===== src/rtl/hamming_out_mux_if.sv =====
// Bus between the Hamming (7,4) syndrome/correction logic and the registered output selector.
// With HAMMING_MUX_ERRFLAG_EN defined, the bus also carries the registered err_flag.
interface hamming_out_mux_if;
   logic [1:0] e_mux;
   logic [3:0] corregido;
   logic       s1;
   logic       s2;
   logic       s3;
   logic [7:0] p_error;
   logic [3:0] s_mux;
`ifdef HAMMING_MUX_ERRFLAG_EN
   logic       err_flag;
`endif

   // The master drives the selection sources. The slave is the selector itself.
   modport master (
      output e_mux, corregido, s1, s2, s3, p_error,
`ifdef HAMMING_MUX_ERRFLAG_EN
      input  err_flag,
`endif
      input  s_mux
   );

   modport slave (
      input  e_mux, corregido, s1, s2, s3, p_error,
`ifdef HAMMING_MUX_ERRFLAG_EN
      output err_flag,
`endif
      output s_mux
   );
endinterface


===== src/rtl/hamming_out_mux.sv =====
// Registered 4-to-1 output selector for the Hamming (7,4) decoder display bus.
// Optional macro HAMMING_MUX_ERRFLAG_EN adds a registered err_flag (s1 | s2 | s3).
module hamming_out_mux #(
   parameter logic [3:0] RST_VAL = 4'b0000
) (
   input  logic              clk,
   input  logic              rst,
   hamming_out_mux_if.slave  bus
);

   logic [3:0] next_s_mux;

   // Codes 00 and any unknown code fall back to RST_VAL. Code 10 picks the
   // data positions 7,6,5,3 of the received word, so positions 4,2,1,0 are ignored.
   always_comb begin
      next_s_mux = RST_VAL;
      case (bus.e_mux)
         2'b01:   next_s_mux = bus.corregido;
         2'b10:   next_s_mux = {bus.p_error[7], bus.p_error[6], bus.p_error[5], bus.p_error[3]};
         2'b11:   next_s_mux = {1'b0, bus.s3, bus.s2, bus.s1};
         default: next_s_mux = RST_VAL;
      endcase
   end

   always_ff @(posedge clk or posedge rst) begin
      if (rst) begin
         bus.s_mux <= RST_VAL;
      end else begin
         bus.s_mux <= next_s_mux;
      end
   end

`ifdef HAMMING_MUX_ERRFLAG_EN
   always_ff @(posedge clk or posedge rst) begin
      if (rst) begin
         bus.err_flag <= 1'b0;
      end else begin
         bus.err_flag <= bus.s1 | bus.s2 | bus.s3;
      end
   end
`endif

endmodule


===== src/flat_wrapper.sv =====
// flat-port wrapper written by rule: the top's interface ports become plain ports
module hamming_out_mux_flat 
#(
   parameter logic [3:0] RST_VAL = 4'b0000
)
  (clk, rst, bus_e_mux, bus_corregido, bus_s1, bus_s2, bus_s3, bus_p_error, bus_s_mux);
  hamming_out_mux_if bus_i ();
  input  logic clk;
  input  logic rst;
  input wire logic [$bits(bus_i.e_mux)-1:0] bus_e_mux;
  input wire logic [$bits(bus_i.corregido)-1:0] bus_corregido;
  input wire logic [$bits(bus_i.s1)-1:0] bus_s1;
  input wire logic [$bits(bus_i.s2)-1:0] bus_s2;
  input wire logic [$bits(bus_i.s3)-1:0] bus_s3;
  input wire logic [$bits(bus_i.p_error)-1:0] bus_p_error;
  output wire logic [$bits(bus_i.s_mux)-1:0] bus_s_mux;
  assign bus_i.e_mux = bus_e_mux;
  assign bus_i.corregido = bus_corregido;
  assign bus_i.s1 = bus_s1;
  assign bus_i.s2 = bus_s2;
  assign bus_i.s3 = bus_s3;
  assign bus_i.p_error = bus_p_error;
  assign bus_s_mux = bus_i.s_mux;
  hamming_out_mux #(.RST_VAL(RST_VAL)) u_core (.clk(clk), .rst(rst), .bus(bus_i));
endmodule

===== config.mk =====
export PLATFORM = sky130hd
export DESIGN_NAME = hamming_out_mux_flat
export DESIGN_NICKNAME = d
export VERILOG_FILES = /design/src/rtl/hamming_out_mux_if.sv /design/src/rtl/hamming_out_mux.sv /design/src/flat_wrapper.sv
export SDC_FILE = /design/constraint.sdc
export NUM_CORES = 1
export LEC_CHECK = 0
export CAP_MARGIN = 20
export CORE_AREA = 2 2 39 41
export DETAILED_ROUTE_END_ITERATION = 6
export DIE_AREA = 0 0 41 43
export DONT_BUFFER_PORTS = 1
export PLACE_DENSITY = 0.3
export SLEW_MARGIN = 20
export SYNTH_ARGS = -nofsm -noshare
export SYNTH_HDL_FRONTEND = slang
export SYNTH_SLANG_ARGS = --single-unit

===== constraint.sdc =====
create_clock -name clk -period 0.8 [get_ports clk]
set_clock_uncertainty 0.2 [all_clocks]
set_input_delay 0.12 -clock clk [delete_from_list [all_inputs] [get_ports clk]]
set_output_delay 0.12 -clock clk [all_outputs]
set_load 0.005 [all_outputs]

==> out/results.ini <==
[detailed_routing]
num_vias=136
wl_per_cell_um=12.9
totalWireLength_um=438
routed_via_density=4.00
dr.pass1.iters=1
antenna_left=0
drt-initial-drc-count=0
post-route-drc-count=0

[floorplan]
rows=14
io_pins=23
design.die.area_um2=1760
coreArea_um2=1380
initial_core_util_pct=13.8
die_width_um=41
die_h_um=43

[placed_design]
globalplace.congestion=0.578
io_buffers=0
dp_cells=30
post-place-ws_ns=-0.139

[grt]
grt_pass1_wl_um=662
grt_start_max_net_pins=6
grt_util_all_layers_pct=6.52
antenna_found_initial=0
grt_remaining_overflow=0
grt_pass1_vias=167

[setup_path]
startpoint_type=flop
end_kind=output port
path_class=flop to output port
worstPathRequired_ns=0.48
arrival_ns=0.60
worstPathMaxFanout=1

[power_and_ir_drop]
seq_power_share_pct=43.3
power.internal_mw=0.424
comb_power_share_pct=10.2
p_leak_nw=0.125
clockPowerShare_pct=46.5
p_switching_mw=0.100
switching_share_pct=19.1
p_per_area_nw_per_um2=2090
irDropWorstVdd_v=0.000295

[outcome]
status=complete, but fails checks
violations=hold timing, setup timing

[synthesis]
yosys.area.top_type=dfrtp_1
synth_area_leaders=dfrtp_1 52%, a22o_1 18%, mux2_2 12%
synthArstFlopShare_pct=100
synthCells=14
synth_fp_nets=33
yosys_warnings=0
avgSynthCellArea_um2=13.7
ys_seq_area_share_pct=52.3
ys_ff_latch=4
synth_ff_type=dfrtp_1
netlist_top_cells_count=4 x a22o_1, 4 x dfrtp_1, 2 x and2b_1, 2 x mux2_2
ys_types=6
synth_enable_flop_cells=0
synth_top_area_share_pct=52.3
syn-cell-area_um2=191

[cells_and_area]
largest_reg_flops=4
layoutNonFillerInstCount=34
final_layout_size_suffix_gt1_share_pct=33.3
diodes=0
multi_input_area_um2=95.1
nFillCells=161
top_register=u_core.bus.s_mux
area_delta_synth_final_pct=31.4
nets=39
regArea_um2=100
reg_top3=u_core.bus.s_mux x4

[cts]
clockBufferDepth=2
cts_root_buf=clkbuf_4
cts.sinks=4
clk_pin_slew_worst_paths_ns=0.04
cts_buffers=3
postCtsSetupBuffers=0
cts_hold_buf=1
htreeDepth=1
cts_tree=built

[min_path]
hold_path_class=primary input to flop
whs_endpoint=u_core.bus.s_mux[3]$_DFF_PP0_
hold_depth=1
min-delay-start=bus_e_mux[0]

[sta]
drv_slew=0
period_share_pct=115
hold_viol_final=4
tightest_slew_ns=0.143
grt_setup_unrepaired=yes
slew_headroom_pct=90.4
setup_viol=4
timing.final.ws_setup_ns=-0.119
timing.fmax_mhz=1090
period_needed_ns=0.919
fin_hold_ws_ns=-0.167

[job]
drv_cap=0

[power groups by stage]
| stage | combinational (mW) | clock [mW] | sequential [mW] |
|---|---|---|---|
| 3_3_place_gp | 0.0489 | 0 | 0.230 |
| 4_1_cts | 0.0543 | 0.259 | 0.228 |
| 5_1_grt | 0.0595 | 0.274 | 0.231 |
| 3_5_place_dp | 0.0506 | 0 | 0.230 |
| 2_1_floorplan | 0.0440 | 0 | 0.229 |
| 6_report | 0.0533 | 0.244 | 0.227 |
[stage by stage]
stage	utilization, %	power [mW]	TNS [ns]	area [µm²]	hold WS (ns)
global placement	15.8	0.279	-0.427	219	-0.309
detailed placement	15.8	0.281	-0.452	219	-0.301
CTS	18.2	0.541	-0.521	251	-0.178
finish	18.2	0.524	-0.469	251	-0.167
floorplan	-	0.273	-0.320	199	-0.314
global route	18.2	0.564	-0.602	251	-0.160
[metal layers]
layer / routed length [µm] / GRT usage (%) / vias to the layer above
met1: 174 / 7.05 / 60
met2: 193 / 7.50 / 16
met4: 0 / 10.0 / 0
met5: 0 / 0 / -
li1: - / - / 60
met3: 70 / 2.09 / 0
[layout by cell type (no fill, tap or decap)]
master / instances
a22o_1: 4
dfrtp_1: 4
inv_1: 1
and2b_1: 2
dlygate4sd3_1: 1
mux2_4: 3
clkbuf_4: 3
[logic make-up after synthesis]
| kind of cell | synth area share, % |
|---|---|
| AO/OA/AOI/OAI | 18.3 |
| flip-flops | 52.3 |
| multiplexers | 19.6 |
| AND/OR/NAND/NOR | 7.84 |
| buffers and inverters | 1.96 |
[how the worst max path moves through the flow]
stage | startpoint | to | slack, ns | depth (start not counted)
floorplan | bus_e_mux[1] | u_core.bus.s_mux[0]$_DFF_PP0_ | -0.11 | 2
global placement | bus_e_mux[1] | u_core.bus.s_mux[0]$_DFF_PP0_ | -0.13 | 2
detailed placement | bus_e_mux[1] | u_core.bus.s_mux[0]$_DFF_PP0_ | -0.14 | 2
CTS | u_core.bus.s_mux[2]$_DFF_PP0_ | bus_s_mux[2] | -0.13 | 0
global route | u_core.bus.s_mux[3]$_DFF_PP0_ | bus_s_mux[3] | -0.15 | 0
finish | u_core.bus.s_mux[2]$_DFF_PP0_ | bus_s_mux[2] | -0.12 | 0
[repair_timing]
item | CTS | global route
resized for setup | 0 | 0
hold endpoints to repair | 8 | 4
endpoints found under the setup margin | 4 | 4
[cell type report]
class	instances	area share [%]
tap	16	7.96
timing repair buffer	1	3.98
inverter	1	1.49
multi-input combinational	9	37.8
clock buffer	3	8.96
sequential	4	39.8
(Power assumes the default switching activity.)
